`config.mk`:
```
export PLATFORM = sky130hd
export DESIGN_NAME = spi_frame_arb
export DESIGN_NICKNAME = d
export VERILOG_FILES = /design/src/rtl/spi_frame_arb.sv
export SDC_FILE = /design/constraint.sdc
export NUM_CORES = 1
export LEC_CHECK = 0
export ABC_CLOCK_PERIOD_IN_PS = 2330
export CAP_MARGIN = 20
export CELL_PAD_IN_SITES_DETAIL_PLACEMENT = 1
export CELL_PAD_IN_SITES_GLOBAL_PLACEMENT = 2
export CORE_ASPECT_RATIO = 1.4
export CORE_MARGIN = 8
export CORE_UTILIZATION = 30
export CTS_CLUSTER_DIAMETER = 40
export CTS_CLUSTER_SIZE = 40
export DETAILED_ROUTE_END_ITERATION = 7
export HOLD_SLACK_MARGIN = 0.1
export PLACE_DENSITY = 0.86
export SLEW_MARGIN = 20
export SYNTH_ARGS = -nofsm -noshare
export SYNTH_HDL_FRONTEND = slang
export SYNTH_SLANG_ARGS = --single-unit
```
`constraint.sdc`:
```
create_clock -name clk -period 2.33 [get_ports clk]
set_clock_uncertainty 0.05 [all_clocks]
set_input_delay 0.466 -clock clk [delete_from_list [all_inputs] [get_ports clk]]
set_output_delay 0.466 -clock clk [all_outputs]
set_load 0.05 [all_outputs]
```
`src/rtl/spi_frame_arb.sv`:
```
// spi_frame_arb: two-client round-robin arbiter that frames byte bursts onto
// a single SPI shifter. It owns chip select (setup, hold and inter-frame gap)
// and hands the granted client's bytes to the shifter, one spi_go per byte.
module spi_frame_arb #(
  parameter int unsigned CS_SETUP = 2,
  parameter int unsigned CS_HOLD  = 2,
  parameter int unsigned CS_GAP   = 4
) (
  input  logic       clk,
  input  logic       rst,
  input  logic       req0,
  input  logic       req1,
  input  logic [3:0] len0,
  input  logic [3:0] len1,
  input  logic [7:0] data0,
  input  logic [7:0] data1,
  output logic       grant0,
  output logic       grant1,
  output logic       rd0,
  output logic       rd1,
  output logic       cs_n,
  output logic       spi_go,
  output logic [7:0] spi_data,
  input  logic       spi_done,
  output logic       busy
);

  typedef enum logic [2:0] {
    IDLE, SETUP, LOAD, ARM, SHIFT, HOLD, GAP
  } state_e;

  // Terminal counts; each phase counter starts at 0 on entry.
  localparam logic [7:0] SETUP_LAST = 8'(CS_SETUP - 1);
  localparam logic [7:0] HOLD_LAST  = 8'(CS_HOLD - 1);
  localparam logic [7:0] GAP_LAST   = 8'(CS_GAP - 1);

  // Client inputs gathered into packed arrays so the datapath indexes by client.
  logic [1:0]      req;
  logic [1:0][3:0] len;
  logic [1:0][7:0] data;

  assign req  = {req1, req0};
  assign len  = {len1, len0};
  assign data = {data1, data0};

  state_e     state_q, state_d;
  logic [7:0] cnt_q, cnt_d;      // phase counter for SETUP / HOLD / GAP
  logic [7:0] cnt_inc;           // saturating increment, never wraps
  logic [4:0] rem_q, rem_d;      // bytes still to send in this frame (1..16)
  logic [1:0] gnt_q, gnt_d;      // one-hot owner of the bus
  logic       prio_q, prio_d;    // client that wins the next tie
  logic       cs_n_q, cs_n_d;
  logic       go_q, go_d;
  logic [1:0] rd_q, rd_d;
  logic [7:0] sdata_q, sdata_d;
  logic       win;               // client chosen in IDLE
  logic       cur;               // client currently granted

  assign cnt_inc = (cnt_q == 8'hFF) ? cnt_q : cnt_q + 8'd1;
  assign cur     = gnt_q[1];

  // Next-state and registered-output decode; defaults hold state, pulses low.
  always_comb begin
    state_d = state_q;
    cnt_d   = cnt_q;
    rem_d   = rem_q;
    gnt_d   = gnt_q;
    prio_d  = prio_q;
    cs_n_d  = cs_n_q;
    go_d    = 1'b0;
    rd_d    = 2'b00;
    sdata_d = sdata_q;
    win     = prio_q;
    case (state_q)
      IDLE: begin
        if (|req) begin
          // On a tie the favoured client wins; a lone requester always wins.
          win     = (&req) ? prio_q : req[1];
          gnt_d   = win ? 2'b10 : 2'b01;
          prio_d  = ~win;
          rem_d   = {1'b0, len[win]} + 5'd1;
          cnt_d   = 8'd0;
          cs_n_d  = 1'b0;
          state_d = SETUP;
        end
      end
      SETUP: begin
        if (cnt_q >= SETUP_LAST) begin
          cnt_d   = 8'd0;
          state_d = LOAD;
        end else begin
          cnt_d = cnt_inc;
        end
      end
      LOAD: begin
        // Byte, go and rd are launched together so the client advances its
        // data exactly when the shifter takes the current byte.
        if (spi_done) begin
          go_d    = 1'b1;
          rd_d    = gnt_q;
          sdata_d = data[cur];
          state_d = ARM;
        end
      end
      ARM: begin
        // The shifter still shows idle in this cycle; skip it.
        state_d = SHIFT;
      end
      SHIFT: begin
        if (spi_done) begin
          rem_d = rem_q - 5'd1;
          if (rem_q > 5'd1) begin
            state_d = LOAD;
          end else begin
            cnt_d   = 8'd0;
            state_d = HOLD;
          end
        end
      end
      HOLD: begin
        if (cnt_q >= HOLD_LAST) begin
          cnt_d   = 8'd0;
          cs_n_d  = 1'b1;
          state_d = GAP;
        end else begin
          cnt_d = cnt_inc;
        end
      end
      GAP: begin
        if (cnt_q >= GAP_LAST) begin
          cnt_d   = 8'd0;
          gnt_d   = 2'b00;
          state_d = IDLE;
        end else begin
          cnt_d = cnt_inc;
        end
      end
      default: begin
        cs_n_d  = 1'b1;
        gnt_d   = 2'b00;
        state_d = IDLE;
      end
    endcase
  end

  // State and output registers; reset abandons any frame in flight.
  always_ff @(posedge clk or posedge rst) begin
    if (rst) begin
      state_q <= IDLE;
      cnt_q   <= 8'd0;
      rem_q   <= 5'd0;
      gnt_q   <= 2'b00;
      prio_q  <= 1'b0;
      cs_n_q  <= 1'b1;
      go_q    <= 1'b0;
      rd_q    <= 2'b00;
      sdata_q <= 8'd0;
    end else begin
      state_q <= state_d;
      cnt_q   <= cnt_d;
      rem_q   <= rem_d;
      gnt_q   <= gnt_d;
      prio_q  <= prio_d;
      cs_n_q  <= cs_n_d;
      go_q    <= go_d;
      rd_q    <= rd_d;
      sdata_q <= sdata_d;
    end
  end

  assign grant0   = gnt_q[0];
  assign grant1   = gnt_q[1];
  assign rd0      = rd_q[0];
  assign rd1      = rd_q[1];
  assign cs_n     = cs_n_q;
  assign spi_go   = go_q;
  assign spi_data = sdata_q;
  assign busy     = (state_q != IDLE);

endmodule
```
==> impl_metrics.tcl, run 1 <==
set metrics [dict create \
    hold_path.class "register to register" \
    initial_core_util_pct 30.6 \
    gp_congestion 0.814 \
    stdcell_area_mm2 0.00258 \
    synth_largest_area_cell "dfrtp_1" \
    rsz0062_at_grt "false" \
    synthCells 194 \
    cp.arrival_ns 1.66 \
    synth.cell_area_mm2 0.00189 \
    drt_pass1_iterations 3 \
    ys.flop_type "dfrtp_1" \
    antennaDiodeCount 0 \
    drc 0 \
    track_usage_pct 12.1 \
    layout_common_cells "clkdlybuf4s50_1 (41), dfrtp_1 (30), nor2_1 (22), buf_4 (15), a21oi_1 (14)" \
    post-dp-hpwl_um 4150 \
    cts_resized 0 \
    die_x_um 83.1 \
    nets 283 \
    avgSynthCellArea_um2 9.75 \
    cts_hold_buf 0 \
    p_per_area_mw_per_mm2 1320 \
    final-seq-area_um2 777 \
    ys_seq_elements 31 \
    routedWlPerCell_um 16.5 \
    critical_path_class "register to output port" \
    htreeDepth 2 \
    slew_violations 0 \
    finalWirelength_um 5310 \
    setup_viol 0 \
    post_cts_buffers 0 \
    clkLatencyLatePin_ns 0.29 \
    slew_headroom_pct 60.7 \
    clk_transition_reported_paths_ns 0.06 \
    vias_per_cell 5.29 \
    rows 34 \
    drive_above_1_share_pct 15.3 \
    synth_seq_area_share_pct 41.1 \
    numCtsBuffers 5 \
    syn_nets 229 \
    placed_area_mm2 0.00245 \
    ys_types 53 \
    synth-edff-count 0 \
    start_kind "register" \
    p_leak_uw 0.00106 \
    max_freq_mhz 459 \
    antenna_found_initial 0 \
    cts.sinks 31 \
    hold_depth 2 \
    cts_tree "done" \
    grt_pass1_vias 1838 \
    postRouteAntennaNets 0 \
    cts-root-buf "clkbuf_8" \
    drt_iter0_markers 63 \
    n_fill_cell 698 \
    clockBufferDepth 2 \
    port_buffers 43 \
    status "finished clean" \
    setup_ws_ns 0.150 \
    hold_viol 0 \
    vdd.ir_drop.worst_mv 0.574 \
    dp_slack_ns -0.0289 \
    synth_async_sr_flop_share_pct 100 \
    grt_start_max_net_pins 32 \
    min_period_ns 2.18 \
    worst_pin_slew_ns 0.589 \
    dr_total_vias 1699 \
    r2r_slack_ns 0.24 \
    ios 44 \
    fin_tns_setup_ns 0 \
    dieArea_mm2 0.00913 \
    area_growth_pct 36.7 \
    yosysTopAreaCellShare_pct 39.7 \
    final_common_cell "clkdlybuf4s50_1" \
    max-cap-violations 0 \
    overflow 0 \
    multi_input_area_mm2 0.00101 \
    synthTopCellsByArea "dfrtp_1 (40%), mux2i_1 (4.8%), nor2_1 (4.4%), ha_1 (4.0%), a21oi_1 (3.7%)" \
    hold_end "spi_data[0]$_DFFE_PP0P_" \
    reg2reg_depth 5 \
    cp_max_fo 18 \
    required_ns 1.81 \
    post-route-period-util_pct 93.6 \
    yosys_warnings 0 \
    hp-start "spi_data[0]$_DFFE_PP0P_" \
    rr_startpoint "cnt_q[0]$_DFFE_PP0P_" \
    crit_path_end_kind "output port" \
    rr_endpoint "cnt_q[3]$_DFFE_PP0P_" \
    coreArea_mm2 0.00617 \
    hold_slack_ns 0.480 \
    grt_pass1_wl_um 8930 \
    die_h_um 110 \
]
area by class of cell:
class                      count  share of cell area, %
inverter                      13                   1.89
sequential                    31                   30.1
multi-input combinational    141                   39.2
tap                           72                   3.48
clock inverter                 2                   2.32
clock buffer                   6                   2.81
timing repair buffer          56                   20.2
critical path, cell delays in order (launching register included):
cell,delay [ns]
dfrtp_1,0.59
nor3_1,0.47
inv_1,0.11
buf_4,0.21
where the power goes:
group | internal, uW | total (uW) | switching [uW]
clock network | 427 | 634 | 206
registers | 736 | 1010 | 278
logic | 722 | 1760 | 1030
through the flow:
stage | utilization [%] | total power (uW) | std cells
after floorplan | - | 2250 | 194
after global routing | 41.9 | 3640 | 321
after detailed placement | 39.8 | 2810 | 313
final | 41.9 | 3400 | 321
after global placement | 39.8 | 2760 | 313
after CTS | 41.9 | 3460 | 321
worst max-delay path by stage:
stage / startpoint / end / slack, ns / depth (start not counted)
floorplan: req0 / rem_q[2]$_DFFE_PP0P_ / 0.46 / 7
global placement: req0 / rem_q[2]$_DFFE_PP0P_ / 0.02 / 9
detailed placement: req0 / rem_q[2]$_DFFE_PP0P_ / -0.03 / 9
CTS: state_q[2]$_DFFE_PP0P_ / busy / 0.13 / 3
global route: state_q[2]$_DFFE_PP0P_ / busy / 0.03 / 3
finish: state_q[2]$_DFFE_PP0P_ / busy / 0.15 / 3
flip-flops by register name, summed over array words and instances, names as in the netlist:
| register | cells |
|---|---|
| prio_q | 1 |
| rd_q | 2 |
| spi_go | 1 |
| cs_n | 1 |
| state_q | 3 |
| cnt_q | 8 |
| rem_q | 5 |
| spi_data | 8 |
| gnt_q | 2 |
metal layers:
layer  track usage [%]  share of wire, %
met1              11.6                39
met2              24.0                56
met3              2.30               2.5
met4              6.05               2.1
met5                 0                 0
cell usage after synthesis, drive strengths merged (2+ instances only):
library cell and count:
a211oi 2, a21oi 14, a2bb2oi 2, a311oi 6, a31oi 7, a32oi 2
and2 2, and3 3, buf 2, clkbuf 7, dfrtp 30, ha 6
inv 13, mux2 4, mux2i 9, nand2 10, nand3 8, nand4 2
nand4bb 2, nor2 22, nor3 4, nor3b 2, nor4 3, o2111ai 2
o211ai 2, o21ai 7, or3 2, or4 2, xor2 2
logic make-up (layout without fill, tap and decap cells):
logic type                 Yosys count  after routing  share of synthesized area, %
DFF                                 31             31                          41.1
xor gates and xnor gates             2              2                         0.927
and+or+nand+nor                     66             66                          19.5
buffers and inverters               22             77                          5.29
muxes                               13             13                          7.15
adders and majority gates            6              6                          3.97
AOI/OAI and AO/OA                   54             54                          22.0
(Power assumes the default switching activity.)
==> run 2, diff against run 1 <==
--- a/config.mk
+++ b/config.mk
@@ -17,7 +17,7 @@
 export DETAILED_ROUTE_END_ITERATION = 7
 export HOLD_SLACK_MARGIN = 0.1
 export PLACE_DENSITY = 0.86
-export SLEW_MARGIN = 20
+export SLEW_MARGIN = 10
 export SYNTH_ARGS = -nofsm -noshare
 export SYNTH_HDL_FRONTEND = slang
 export SYNTH_SLANG_ARGS = --single-unit
==> results of run 2 <==
The final DEF is identical to that of run 1; final timing and power are the same.
